**src/rtl/src_bank_writer.sv**
```systemverilog
// Round-robin write controller feeding the 16-bank source RAM write port.
// Optional early close on in_last is enabled by defining SRC_WR_FLUSH_EN.
module src_bank_writer #(
    parameter int DEPTH = 1024,
    parameter int AW    = 10
) (
    input  logic          clk,
    input  logic          rst,
    input  logic          in_valid,
    output logic          in_ready,
    input  logic [7:0]    in_data,
    input  logic          in_last,
    output logic          wr_en,
    output logic [AW-1:0] address_wr,
    output logic [7:0]    data,
    output logic [3:0]    ram_select_wr,
    output logic          bank_done,
    output logic [3:0]    done_bank,
    output logic [AW:0]   done_len,
    input  logic          rel_valid,
    input  logic [3:0]    rel_bank,
    output logic [15:0]   full_mask
);

    typedef enum logic {
        FILL      = 1'b0,
        WAIT_FREE = 1'b1
    } state_t;

    state_t        state_q, state_d;
    logic [3:0]    cur_bank_q, cur_bank_d;
    logic [AW-1:0] wr_ptr_q, wr_ptr_d;
    logic [15:0]   full_mask_q, full_mask_d;
    logic          wr_en_q, wr_en_d;
    logic [AW-1:0] address_wr_q, address_wr_d;
    logic [7:0]    data_q, data_d;
    logic [3:0]    ram_select_wr_q, ram_select_wr_d;
    logic          bank_done_q, bank_done_d;
    logic [3:0]    done_bank_q, done_bank_d;
    logic [AW:0]   done_len_q, done_len_d;

    logic          accept;
    logic          close;
    logic          last_close;
    logic [3:0]    next_bank;

`ifdef SRC_WR_FLUSH_EN
    assign last_close = in_last;
`else
    logic unused_in_last;
    assign unused_in_last = in_last;
    assign last_close     = 1'b0;
`endif

    assign in_ready  = !rst && (state_q == FILL) && !full_mask_q[cur_bank_q];
    assign accept    = in_valid && in_ready;
    assign close     = accept && ((wr_ptr_q == AW'(DEPTH - 1)) || last_close);
    assign next_bank = cur_bank_q + 4'd1;

    always_comb begin
        state_d         = state_q;
        cur_bank_d      = cur_bank_q;
        wr_ptr_d        = wr_ptr_q;
        full_mask_d     = full_mask_q;
        wr_en_d         = 1'b0;
        address_wr_d    = address_wr_q;
        data_d          = data_q;
        ram_select_wr_d = ram_select_wr_q;
        bank_done_d     = 1'b0;
        done_bank_d     = done_bank_q;
        done_len_d      = done_len_q;

        // Clear first so a close on the same bit in the same cycle wins.
        if (rel_valid) full_mask_d[rel_bank] = 1'b0;

        if (accept) begin
            wr_en_d         = 1'b1;
            data_d          = in_data;
            address_wr_d    = wr_ptr_q;
            ram_select_wr_d = cur_bank_q;
            if (close) begin
                full_mask_d[cur_bank_q] = 1'b1;
                bank_done_d             = 1'b1;
                done_bank_d             = cur_bank_q;
                done_len_d              = {1'b0, wr_ptr_q} + (AW+1)'(1);
                wr_ptr_d                = '0;
                cur_bank_d              = next_bank;
            end else begin
                wr_ptr_d = wr_ptr_q + AW'(1);
            end
        end

        case (state_q)
            FILL:      if (close && full_mask_d[next_bank]) state_d = WAIT_FREE;
            WAIT_FREE: if (!full_mask_q[cur_bank_q])        state_d = FILL;
            default:   state_d = FILL;
        endcase
    end

    always_ff @(posedge clk or posedge rst) begin
        if (rst) begin
            state_q         <= FILL;
            cur_bank_q      <= '0;
            wr_ptr_q        <= '0;
            full_mask_q     <= '0;
            wr_en_q         <= 1'b0;
            address_wr_q    <= '0;
            data_q          <= '0;
            ram_select_wr_q <= '0;
            bank_done_q     <= 1'b0;
            done_bank_q     <= '0;
            done_len_q      <= '0;
        end else begin
            state_q         <= state_d;
            cur_bank_q      <= cur_bank_d;
            wr_ptr_q        <= wr_ptr_d;
            full_mask_q     <= full_mask_d;
            wr_en_q         <= wr_en_d;
            address_wr_q    <= address_wr_d;
            data_q          <= data_d;
            ram_select_wr_q <= ram_select_wr_d;
            bank_done_q     <= bank_done_d;
            done_bank_q     <= done_bank_d;
            done_len_q      <= done_len_d;
        end
    end

    assign wr_en         = wr_en_q;
    assign address_wr    = address_wr_q;
    assign data          = data_q;
    assign ram_select_wr = ram_select_wr_q;
    assign bank_done     = bank_done_q;
    assign done_bank     = done_bank_q;
    assign done_len      = done_len_q;
    assign full_mask     = full_mask_q;

endmodule

```
**config.mk**
```make
export PLATFORM = sky130hd
export DESIGN_NAME = src_bank_writer
export DESIGN_NICKNAME = d
export VERILOG_FILES = /design/src/rtl/src_bank_writer.sv
export SDC_FILE = /design/constraint.sdc
export NUM_CORES = 1
export LEC_CHECK = 0
export CELL_PAD_IN_SITES_DETAIL_PLACEMENT = 2
export CELL_PAD_IN_SITES_GLOBAL_PLACEMENT = 2
export CORE_AREA = 4 4 111 113
export DETAILED_ROUTE_END_ITERATION = 10
export DIE_AREA = 0 0 115 117
export HOLD_SLACK_MARGIN = 0.12
export PLACE_DENSITY_LB_ADDON = 0.1
export SLEW_MARGIN = 20
export SYNTH_ARGS = -nofsm -noshare
export SYNTH_HDL_FRONTEND = slang
export SYNTH_SLANG_ARGS = --single-unit
export TNS_END_PERCENT = 1
```
**constraint.sdc**
```tcl
create_clock -name clk -period 2.8 [get_ports clk]
set_clock_uncertainty 0.15 [all_clocks]
set_input_delay 0.56 -clock clk [delete_from_list [all_inputs] [get_ports clk]]
set_output_delay 0.56 -clock clk [all_outputs]
set_load 0.02 [all_outputs]
```
Word level (Yosys, flattened, before mapping) --
Cells that the tools add are included. W data, S select, Z words.
Operators by class: multiplexer cells 18, reductions and logical operators 10, magnitude comparators 5, $add $sub $neg 3, bitwise gates (word level) 4, equal/unequal tests 1
Operators by type and width (count):
- $mux W16 | 3
- $and A16 B16 Y16 | 1
- $not A16 Y16 | 1
- $or A16 B16 Y16 | 1
- $lt A4 B5 Y1 const B | 3
- $add A10 B1 Y11 const B | 1
- $add A10 B1 Y10 const B | 1
- $eq A10 B10 Y1 const B | 1
- $mux W10 | 1
- $mux W1 | 9
- $bmux W1 S4 | 2
- $demux W1 S4 | 2
- $ge A4 B1 Y1 const B | 2
- $logic_and A1 B1 Y1 | 7
- $add A4 B1 Y4 const B | 1
- $logic_not A1 Y1 | 2
- $pmux W1 S2 | 1
- $reduce_and A2 Y1 | 1
- $not A1 Y1 | 1
Word-level totals: word-level logic and storage cells 52, output and inout port bits 56, input bits 17, register bits after elaboration 70

Longest topological paths before layout --
word-level depth 15, depth in mapped cells 10, depth with buffers taken out 8

Worst setup path after synthesis --
Ideal clock, no wire load.
path kind register -> output, start reg full_mask_q[6] (netlist: full_mask[6]), end out in_ready, arrival time 1.905 ns, buffers on the path 0, slack 0.185 ns, stages on the path, launching flop included 6, cells stage by stage dfrtp_1 > mux4_2 > nand2_1 > nand3_1 > and2_1 > nor3_1
On the way: word-level cells in the longest chain between the ends 4
RTL lines:
- start: declaration | RTL line 33 | logic [15:0] full_mask_q, full_mask_d;
- start signal: assignment | RTL line 117 | full_mask_q <= full_mask_d;
- $bmux W1 S4 | RTL line 55 | assign in_ready = !rst && (state_q == FILL) && !full_mask_q[cur_bank_q];
- $mux W1 (implied by the code) | RTL line 55
- $logic_not A1 Y1
- $logic_and A1 B1 Y1 | RTL line 55
- end: declaration | RTL line 10 | output logic in_ready,
Every way passes these cells. The select of a mux whose other input is x is not followed.

Final worst setup path --
start reg cur_bank_q[1], end out in_ready
On the way: word-level cells in the longest chain between the ends 4
RTL lines:
- start: declaration | RTL line 31 | logic [3:0] cur_bank_q, cur_bank_d;
- start signal: assignment | RTL line 115 | cur_bank_q <= cur_bank_d;
- $bmux W1 S4 | RTL line 55
- $mux W1 (implied by the code) | RTL line 55
- $logic_not A1 Y1
- $logic_and A1 B1 Y1 | RTL line 55
Every way passes these cells. The select of a mux whose other input is x is not followed.

==> run_results.csv <==
group,metric,value,unit
placement,dp.final_hpwl,8980,um
placement,gp_congestion,0.853,
setup_path,timing.critical_path.slowest_stage_cell,"sky130_fd_sc_hd__mux4_2",
logic_synthesis,ys_async_sr_fraction,100,%
timing,worst_slew_margin_rel,71.5,%
setup_path,largest_delay_share_family_worst_path,"multiplexers",
timing,layout_min_cycle_time,2.73,ns
cells_and_area,syn2layout_area_growth,49.5,%
setup_path,crit_type,"register to output port",
setup_path,crit_path_end_kind,"output port",
status,status,"completed",
timing,fin_setup_tns,0,ns
logic_synthesis,synth_xor_area_share,2.81,%
logic_synthesis,synth_compound_gate_area_share,14.9,%
drt,post-route-drc-count,0,
cells_and_area,multi_input_comb_area,0.00158,sq mm
logic_synthesis,ys_seq_area_share,51.1,%
floorplan,placement_rows,39,
drt,wl_per_cell,18.7,um
clock_tree,cts_sinks,70,
clock_tree,cts_tree,"done",
setup_path,critical-path-max-stage-delay,0.56,ns
clock_tree,cts.root.buffer_cell,"sky130_fd_sc_hd__clkbuf_16",
clock_tree,clockBufferDepth,2,
logic_synthesis,syn_area,0.00343,sq mm
flow_run,max-cap-violations,0,
cells_and_area,antennaDiodeCount,0,
logic_synthesis,post_synthesis_share_of_cell_area_spent_on_full_adders_half_adders_and_majority_gates,1.83,%
grt,gr-total-overflow,0,
floorplan,design.core.area,0.0113,sq mm
timing,timing_worst_slew_pin_value,0.427,ns
clock_tree,clkLatencyLatePin,0.34,ns
clock_tree,cts_max_level,3,
grt,grt_most_used_layer,"met2",
logic_synthesis,synth_enable_flop_cells,0,
grt,global_route.usage.met3,3.29,%
cells_and_area,commonest_non_fill_non_tap_cell_in_the_layout,"sky130_fd_sc_hd__nand2_1",
power,ir_worst_vdd,314,uV
timing,timing.final.setup_violations,0,
logic_synthesis,synth_simple_gate_area_share,20.9,%
placement,port_buffers,71,
drt,ant_nets,0,
power,power_density,575,mW/mm^2
floorplan,floorplan.die.width,115,um
timing,fin_crit_share,97.6,%
logic_synthesis,combinational_family_with_the_most_area_after_synthesis,"simple AND/OR/NAND/NOR gates",
grt,grt.total_usage,18.7,%
grt,grt_pass1_wl,19400,um
logic_synthesis,syn_nets,371,
setup_path,critical_path_peak_fanout,4,
logic_synthesis,synth.ff_latch_count,70,
clock_tree,postCtsHoldBufs,0,
logic_synthesis,netlist_instances,349,
grt,met2_usage,34.2,%
cells_and_area,finish.utilization,45.2,%
cells_and_area,mostFrequentLayoutCells,"sky130_fd_sc_hd__nand2_1, sky130_fd_sc_hd__clkdlybuf4s50_1, sky130_fd_sc_hd__dfrtp_1",
cells_and_area,postLayoutCellArea,0.00512,sq mm
drt,via_cell_ratio,5.02,
setup_path,timing.critical_path.depth,6,
cells_and_area,finalNonFillerCells,630,
drt,detailed_routing_iterations_pass_1,4,
logic_synthesis,yosys_most_used_dff,"sky130_fd_sc_hd__dfrtp_1",
setup_path,cp.required,2.09,ns
floorplan,die_area,0.0135,sq mm
timing,achievable-frequency,366,MHz
grt,grt_start_max_net_pins,37,
logic_synthesis,synth.mux.area_fraction,4.42,%
min_path,hold_depth,2,
setup_path,startpoint_type,"register",
grt,via_count_of_the_first_global_routing_pass,3591,
grt,initial_antenna_violation_count,0,
floorplan,top_level_ports,73,
cells_and_area,final_layout_size_suffix_gt1_share,23.2,%
drt,routed_wire_length,11800,um
clock_tree,number_of_buffers_created_by_cts,9,
cells_and_area,fillCellCount,1241,
drt,first_iter_violations,75,
timing,number_of_pins_exceeding_their_max_slew_limit_in_the_final_report,0,
placement,dp_cells,611,
timing,finalHoldViolCount,0,
clock_tree,clkTransAtPathRegs,0.06,ns
cells_and_area,finish.net_count,504,
setup_path,worst_ep_arrival_time,2.02,ns
setup_path,r2r.worst_path.cells,11,
logic_synthesis,synth-warning-count,0,
placement,placement.cell_area,0.00474,sq mm
min_path,holdCritPathClass,"register to register",
floorplan,initial_core_util,30.3,%
setup_path,cp.buffers_inverters,1,
cells_and_area,seqCellArea,0.00175,sq mm
grt,grt.met1_usage,22.3,%
drt,vias,3162,
logic_synthesis,postSynthAreaPerCell,9.82,sq um
floorplan,chipHeight,117,um
setup_path,timing.critical_path.cells,"mux4_2 -> nand2_4 -> nand3_4 -> and2_4 -> nor3_4 -> buf_6",
logic_synthesis,synth_cell_type_count,59,
power,cellLeakagePower,2.36,nW
cells in the mapped netlist, types with 2 or more instances:
| master | n | area, sq um |
|---|---|---|
| sky130_fd_sc_hd__a21o_2 | 2 | 17.5 |
| sky130_fd_sc_hd__a311o_1 | 2 | 20.0 |
| sky130_fd_sc_hd__a31oi_1 | 2 | 12.5 |
| sky130_fd_sc_hd__a32oi_1 | 2 | 17.5 |
| sky130_fd_sc_hd__and2_1 | 2 | 12.5 |
| sky130_fd_sc_hd__buf_2 | 5 | 25.0 |
| sky130_fd_sc_hd__buf_4 | 2 | 15.0 |
| sky130_fd_sc_hd__buf_6 | 2 | 22.5 |
| sky130_fd_sc_hd__clkbuf_1 | 5 | 18.8 |
| sky130_fd_sc_hd__clkinv_1 | 2 | 7.51 |
| sky130_fd_sc_hd__dfrtp_1 | 70 | 1750 |
| sky130_fd_sc_hd__ha_1 | 5 | 62.6 |
| sky130_fd_sc_hd__inv_1 | 12 | 45.0 |
| sky130_fd_sc_hd__mux2_2 | 5 | 56.3 |
| sky130_fd_sc_hd__mux2i_1 | 5 | 50.1 |
| sky130_fd_sc_hd__mux4_2 | 2 | 45.0 |
| sky130_fd_sc_hd__nand2_1 | 83 | 312 |
| sky130_fd_sc_hd__nand2_2 | 2 | 12.5 |
| sky130_fd_sc_hd__nand2b_1 | 5 | 31.3 |
| sky130_fd_sc_hd__nand3_1 | 12 | 60.1 |
| sky130_fd_sc_hd__nand3b_1 | 2 | 15.0 |
| sky130_fd_sc_hd__nand4_1 | 7 | 43.8 |
| sky130_fd_sc_hd__nor2_1 | 13 | 48.8 |
| sky130_fd_sc_hd__nor2b_1 | 5 | 31.3 |
| sky130_fd_sc_hd__nor3_1 | 5 | 25.0 |
| sky130_fd_sc_hd__o2111ai_1 | 2 | 17.5 |
| sky130_fd_sc_hd__o21a_1 | 8 | 60.1 |
| sky130_fd_sc_hd__o21ai_0 | 30 | 150 |
| sky130_fd_sc_hd__o21ai_1 | 2 | 10.0 |
| sky130_fd_sc_hd__o22a_1 | 2 | 17.5 |
| sky130_fd_sc_hd__o311ai_0 | 2 | 17.5 |
| sky130_fd_sc_hd__o31ai_1 | 3 | 22.5 |
| sky130_fd_sc_hd__o41ai_1 | 4 | 35.0 |
| sky130_fd_sc_hd__or2_2 | 3 | 18.8 |
| sky130_fd_sc_hd__xnor2_1 | 10 | 87.6 |
metrics by stage:
stage	power, mW	setup slack, ns	hold WS (ns)
after detailed placement	1.77	-0.235	0.312
after global routing	3.10	-0.00644	0.350
after CTS	2.98	0.000616	0.331
after floorplan	1.47	0.185	0.324
after global placement	1.75	-0.186	0.306
final	2.95	0.0663	0.326
layout make-up:
| type | instances | share of cell area [%] |
|---|---|---|
| tap | 143 | 3.49 |
| clock buffer | 11 | 4.93 |
| timing repair buffer | 136 | 24.2 |
| clock inverter | 5 | 1.12 |
| sequential | 70 | 34.2 |
| multi-input combinational | 250 | 30.8 |
| inverter | 15 | 1.20 |
cell families (layout without fill, tap and decap cells):
group                      count (synthesis)  in the layout
muxes                                     12             12
buffers and inverters                     29            167
and+or+nand+nor                          149            149
AOI/OAI and AO/OA                         73             73
DFF                                       70             70
xor gates and xnor gates                  11             11
adders and majority gates                  5              5
timing repair:
action / CTS / global route
gates resized for setup: 8 / 14
endpoints found under the hold margin: 0 / 0
pin swaps: 0 / 4
setup endpoints to repair: 1 / 2
setup buffers: 0 / 3
cloned: 0 / 0
path summary, 6_finish.rpt:
check                                          start                        end  slack [ns]
min in group asynchronous                        rst  address_wr[9]$_DFFE_PP0N_        0.60
setup / recovery           cur_bank_q[1]$_DFFE_PP0P_                   in_ready        0.07
setup reg to reg           cur_bank_q[1]$_DFFE_PP0P_          state_q$_DFF_PP0_        0.15
hold / removal                   data[1]$_DFFE_PP0N_        data[1]$_DFFE_PP0N_        0.33
hold reg to reg                  data[1]$_DFFE_PP0N_        data[1]$_DFFE_PP0N_        0.33
max in group asynchronous                        rst  cur_bank_q[1]$_DFFE_PP0P_        1.29
worst register-to-register path: cells and delay by family, from the launching register on:
kind	cells	cell delay (ns)
buffers and inverters	5	0.77
and+or+nand+nor	1	0.05
adders and majority gates	1	0.21
DFF	1	0.45
AOI/OAI and AO/OA	3	0.76
xor gates and xnor gates	1	0.12
power breakdown:
group	leakage, nW	internal (mW)	switching [mW]	total [mW]
sequential	0.908	1.11	0.0858	1.19
combinational	1.31	0.254	0.303	0.558
clock	0.144	0.737	0.459	1.20
state kept, by name, indices dropped and copies added (netlist names):
name and count:
data 8, done_bank 4, ram_select_wr 4, cur_bank_q 4, done_len 11, wr_en 1, full_mask 16, bank_done 1
address_wr 10, state_q 1, wr_ptr_q 10
layer usage:
layer	vias up	share of wire [%]	routed length [um]
met1	1601	42	4930
met5	-	0	0
met4	0	2.2	257
met2	58	53	6270
li1	1487	-	-
met3	16	2.9	343
Note: power is estimated with default switching activity, not from simulation.
